===== config.mk =====
export PLATFORM = sky130hd
export DESIGN_NAME = mem_port_arbiter
export DESIGN_NICKNAME = d
export VERILOG_FILES = /design/src/rtl/mem_arb_pkg.sv /design/src/rtl/rr_arb2.sv /design/src/rtl/mem_port_arbiter.sv
export SDC_FILE = /design/constraint.sdc
export NUM_CORES = 1
export LEC_CHECK = 0
export ABC_AREA = 1
export ABC_CLOCK_PERIOD_IN_PS = 1800
export CAP_MARGIN = 5
export CORE_AREA = 5 5 107 109
export CTS_CLUSTER_SIZE = 30
export DETAILED_ROUTE_END_ITERATION = 7
export DIE_AREA = 0 0 112 114
export PLACE_DENSITY_LB_ADDON = 0.25
export SETUP_SLACK_MARGIN = 0.4
export SLEW_MARGIN = 10
export SYNTH_ARGS = -nofsm -noshare
export SYNTH_HDL_FRONTEND = slang
export SYNTH_SLANG_ARGS = --single-unit

===== constraint.sdc =====
create_clock -name clk -period 1.8 [get_ports clk]
set_input_delay 0.36 -clock clk [delete_from_list [all_inputs] [get_ports clk]]
set_output_delay 0.36 -clock clk [all_outputs]
set_load 0.005 [all_outputs]

===== src/rtl/mem_arb_pkg.sv =====
// Shared types and limits for the memory-port arbiter: FSM states, grant ids
// and the debug view of the arbiter's internal state.
package mem_arb_pkg;

  typedef enum logic [1:0] {
    IDLE  = 2'd0,
    RD_IF = 2'd1,
    RD_DM = 2'd2
  } state_t;

  typedef enum logic {
    GNT_IF = 1'b0,
    GNT_DM = 1'b1
  } gnt_id_t;

  localparam int READ_LAT_MIN = 1;
  localparam int READ_LAT_MAX = 4;

  typedef struct packed {
    state_t    state;
    logic [1:0] lat_cnt;
    gnt_id_t   last_grant;
  } dbg_t;

  // Latency counter preload: counts READ_LAT-1 down to 0 inclusive.
  function automatic logic [1:0] lat_load(int lat);
    return 2'(lat - 1);
  endfunction

endpackage


===== src/rtl/rr_arb2.sv =====
// Two-way round-robin picker. gnt is combinational and one-hot; last_grant
// moves to the winner only on a cycle where a grant is actually given.
module rr_arb2
  import mem_arb_pkg::*;
(
  input  logic       clk,
  input  logic       resetn,
  input  logic [1:0] req,
  input  logic       en,
  output logic [1:0] gnt,
  output gnt_id_t    last_grant
);

  always_comb begin
    gnt = 2'b00;
    if (en) begin
      case (req)
        2'b01:   gnt = 2'b01;
        2'b10:   gnt = 2'b10;
        // Under contention the side not granted last time wins.
        2'b11:   gnt = (last_grant == GNT_IF) ? 2'b10 : 2'b01;
        default: gnt = 2'b00;
      endcase
    end
  end

  always_ff @(posedge clk or negedge resetn) begin
    if (!resetn) begin
      last_grant <= GNT_IF;
    end else if (gnt != 2'b00) begin
      last_grant <= gnt[1] ? GNT_DM : GNT_IF;
    end
  end

endmodule


===== src/rtl/mem_port_arbiter.sv =====
// Shares one synchronous memory port between fetch (IF) and data (DM)
// requesters; issues one transaction at a time and returns read data after READ_LAT.
module mem_port_arbiter
  import mem_arb_pkg::*;
#(
  parameter int READ_LAT = 1,
  parameter int ADDR_W   = 32
) (
  input  logic              clk,
  input  logic              resetn,
  input  logic              if_req,
  input  logic [ADDR_W-1:0] if_addr,
  output logic              if_ack,
  output logic              if_rvalid,
  output logic [31:0]       if_rdata,
  input  logic              dm_req,
  input  logic [3:0]        dm_wen,
  input  logic [ADDR_W-1:0] dm_addr,
  input  logic [31:0]       dm_wdata,
  output logic              dm_ack,
  output logic              dm_rvalid,
  output logic [31:0]       dm_rdata,
  output logic              mem_en,
  output logic [3:0]        mem_wen,
  output logic [ADDR_W-1:0] mem_addr,
  output logic [31:0]       mem_wdata,
  input  logic [31:0]       mem_rdata,
  output logic              busy,
  output dbg_t              dbg
);

  if (READ_LAT < READ_LAT_MIN || READ_LAT > READ_LAT_MAX) begin : g_bad_read_lat
    $error("mem_port_arbiter: READ_LAT must be within 1..4");
  end

  localparam logic [1:0] LAT_LOAD = lat_load(READ_LAT);

  state_t     state, state_nxt;
  logic [1:0] lat_cnt, lat_cnt_nxt;
  logic [1:0] gnt;
  gnt_id_t    last_grant;
  logic       final_cycle;
  logic       can_issue;
  logic       dm_is_read;
  logic       issue_read;

  // Valid/ready handshake: a requester holds req and its payload stable until
  // it sees ack high in a cycle; that cycle is the issue cycle on the memory port.
  assign final_cycle = (state != IDLE) && (lat_cnt == 2'd0);
  assign can_issue   = resetn && ((state == IDLE) || final_cycle);
  assign dm_is_read  = (dm_wen == 4'b0000);

  rr_arb2 u_rr_arb2 (
    .clk        (clk),
    .resetn     (resetn),
    .req        ({dm_req, if_req}),
    .en         (can_issue),
    .gnt        (gnt),
    .last_grant (last_grant)
  );

  always_comb begin
    if_ack     = gnt[0];
    dm_ack     = gnt[1];
    mem_en     = gnt[0] | gnt[1];
    mem_wen    = 4'b0000;
    mem_addr   = '0;
    mem_wdata  = 32'h0;
    issue_read = gnt[0] | (gnt[1] & dm_is_read);
    if (gnt[1]) begin
      mem_wen   = dm_wen;
      mem_addr  = dm_addr;
      mem_wdata = dm_wdata;
    end else if (gnt[0]) begin
      mem_addr  = if_addr;
    end
  end

  always_comb begin
    if_rvalid = (state == RD_IF) && (lat_cnt == 2'd0);
    dm_rvalid = (state == RD_DM) && (lat_cnt == 2'd0);
    if_rdata  = if_rvalid ? mem_rdata : 32'h0;
    dm_rdata  = dm_rvalid ? mem_rdata : 32'h0;
    busy      = (state != IDLE) | issue_read;
  end

  always_comb begin
    state_nxt   = state;
    lat_cnt_nxt = lat_cnt;
    if ((state != IDLE) && (lat_cnt != 2'd0)) begin
      lat_cnt_nxt = lat_cnt - 2'd1;
    end
    // Writes finish at issue, so an issued store leaves the FSM idle.
    if (can_issue) begin
      state_nxt = IDLE;
      if (gnt[0]) begin
        state_nxt   = RD_IF;
        lat_cnt_nxt = LAT_LOAD;
      end else if (gnt[1] && dm_is_read) begin
        state_nxt   = RD_DM;
        lat_cnt_nxt = LAT_LOAD;
      end
    end
  end

  always_ff @(posedge clk or negedge resetn) begin
    if (!resetn) begin
      state   <= IDLE;
      lat_cnt <= 2'd0;
    end else begin
      state   <= state_nxt;
      lat_cnt <= lat_cnt_nxt;
    end
  end

  assign dbg = '{state: state, lat_cnt: lat_cnt, last_grant: last_grant};

endmodule


==> results.yml <==
timing:
  setup-tns-final_ns: -37.15
  clock.fmax_mhz: 454.0
  skew_ns: 0.005608
  hold_ws_ns: 0.2946
  rsz0062_at_grt: "yes"
  timing.final.crit_share: 1.224
  final_hold_viol_count: 0
  worst-slew-pin-transition_ns: 0.2853
  maxSlewHeadroom: 0.8092
  setup_viol_count_final: 138
  period_minus_slack_ns: 2.202
  slew_violations: 0
  worst_slack_ns: -0.4025
grt:
  grt_pass1_wl_um: 16840
  grtUsageTotal: 0.1651
  antenna_found_initial: 0
  grt_pass1_vias: 3467
  grt_max_degree: 17
  grt-ovfl-total: 0
yosys:
  synth.yosys.seq_area_share: 0.07639
  synthDominantCellAreaShare: 0.2361
  synth_seq_cells: 5
  synth_largest_area_cell: "nand2_1"
  syn_area_sq_mm: 0.001638
  synth.avg_cell_area_sq_um: 5.009
  ys_warn_count: 0
  yosys-top-cells-area: "nand2_1 24%, nor2_1 19%, inv_1 18%, nor2_4 14%, dfrtp_1 7.6%"
  syn_inst: 327
  syn_nets: 464
  synth.distinct_cells: 21
clock_network:
  clk_pin_slew_ns: 0.04
  clock_latency_ns: 0.23
  clock-root-buffer: "clkbuf_8"
  htreeDepth: 1
  ctsHoldBuffers: 0
  cts_sinks: 5
  clockBufferDepth: 2
  cts_tree: "done"
  numCtsBuffers: 3
placed_design:
  dp_hpwl_um: 8431
  dp_cells: 759
  place_congestion: 0.9006
  port_buffers: 278
  place_area_sq_mm: 0.004846
route:
  drtPass1Iterations: 4
  wl_per_cell_um: 14.12
  totalWireLength_um: 11990
  ant_nets: 0
  via_per_inst: 4.007
  drc: 0
  drtIter0Drc: 84
  vias: 3402
critical_path:
  crit_fanout: 5
  crit_type: "register to output port"
  critPathRequiredTime_ns: 1.44
  worst_setup_path_start_kind: "register"
  r2r_start: "lat_cnt[0]"
  cp.arrival_ns: 1.84
  end_kind: "output port"
  critPathLaunch: "state[1]"
die:
  die_w_um: 112
  top_level_ports: 279
  die_h_um: 114
  rows: 38
  start_util: 0.1559
  die_area_sq_mm: 0.01277
  core_area_sq_mm: 0.01051
status:
  violations: "setup timing"
  outcome: "complete, but fails checks"
cells_and_area:
  final_common_cell: "clkdlybuf4s50_1"
  mostFrequentLayoutCells: "132 x clkdlybuf4s50_1, 106 x buf_2, 77 x nand2_1, 74 x inv_1, 66 x nor2_4"
  diodes: 0
  fillers: 978
  finalInstanceArea_sq_mm: 0.005974
  final_net_count: 847
  area_delta_synth_final_pct: 264.8
  drive_gt1_frac: 0.5515
  fin_cells: 849
min_path:
  hold_class: "input pin to async pin"
power:
  p_per_area_mw_per_mm2: 682.5
  p_leak_nw: 3.235
  ir_drop_mv: 0.3788
flow_run:
  max-cap-violations: 0
==> where the power goes <==
part,internal (mW),total (mW),switching [mW]
logic,2.14,3.67,1.52
clock network,0.153,0.215,0.0625
registers,0.156,0.197,0.0412
==> worst paths after layout <==
kind,depth (start not counted),slack (ns),to
min in group clk,5,0.73,lat_cnt[1]
setup reg to reg,12,0.13,lat_cnt[1]
setup / recovery,9,-0.40,if_rdata[27]
max in group asynchronous,3,1.39,state[1]
hold reg to reg,5,0.73,lat_cnt[1]
hold / removal,3,0.29,u_rr_arb2.last_grant
==> metal layers <==
| metal | vias to the layer above | wire, um | GRT usage |
|---|---|---|---|
| met5 | - | 0 | 0 |
| met4 | 0 | 254 | 0.05449 |
| met3 | 21 | 1059 | 0.05305 |
| met2 | 183 | 6687 | 0.3377 |
| met1 | 1520 | 3986 | 0.1521 |
| li1 | 1678 | - | - |
==> per-stage QoR <==
step | utilization | worst slack (ns) | total power [mW]
CTS | 0.5269 | -0.4955 | 3.428
global route | 0.5686 | -0.4852 | 4.361
floorplan | - | 0.1975 | 1.129
finish | 0.5686 | -0.4025 | 4.078
detailed placement | 0.4612 | -0.7501 | 2.607
global placement | 0.4612 | -0.6846 | 2.592
==> critical path, stage by stage (launching register included) <==
cell and delay [ns]:
dfrtp_2 0.44, buf_6 0.13, buf_6 0.11, nor3_4 0.23, inv_4 0.07, buf_12 0.14, buf_16 0.14, buf_12 0.14
nor2_4 0.11, buf_6 0.10
==> timing repair <==
action	CTS	global route
endpoints found under the setup margin	147	147
cloned	11	1
pin swaps	8	32
resized for setup	478	305
buffers inserted	45	29
==> flip-flops by register name, summed over array words and instances, names as in the netlist <==
signal,cells
u_rr_arb2.last_grant,1
state,2
lat_cnt,2
==> kinds of logic after synthesis <==
kind of cell,count (synthesis),share of synthesized area
AO/OA/AOI/OAI,6,0.02216
XOR/XNOR,1,0.005349
adder cells (fa/ha/maj),1,0.007638
buffers and inverters,97,0.2750
flip-flops,5,0.07639
AND/OR/NAND/NOR,217,0.6134
==> final cells by class <==
| type | count | area (sq um) | share of cell area |
|---|---|---|---|
| Timing Repair Buffer | 395 | 3682 | 0.6163 |
| Inverter | 80 | 315.3 | 0.05277 |
| Multi-Input combinational cell | 225 | 1629 | 0.2727 |
| Clock buffer | 4 | 45.04 | 0.007539 |
| Sequential cell | 5 | 127.6 | 0.02136 |
| Tap cell | 140 | 175.2 | 0.02932 |
==> cell usage after synthesis <==
| cell | n |
|---|---|
| nand4_1 | 1 |
| nor2_4 | 21 |
| inv_2 | 3 |
| o21ai_2 | 1 |
| o21ai_0 | 4 |
| inv_1 | 77 |
| dfrtp_1 | 5 |
| nor2_2 | 2 |
| nand2_2 | 1 |
| buf_4 | 4 |
| nor2_1 | 84 |
| nand2_1 | 103 |
| nor3_2 | 2 |
| a21boi_1 | 1 |
| nand3_1 | 2 |
| buf_6 | 4 |
| ha_1 | 1 |
| nand2_4 | 1 |
| xor2_1 | 1 |
| buf_2 | 7 |
| buf_12 | 2 |
No activity file was read; power rests on OpenSTA's default activity.
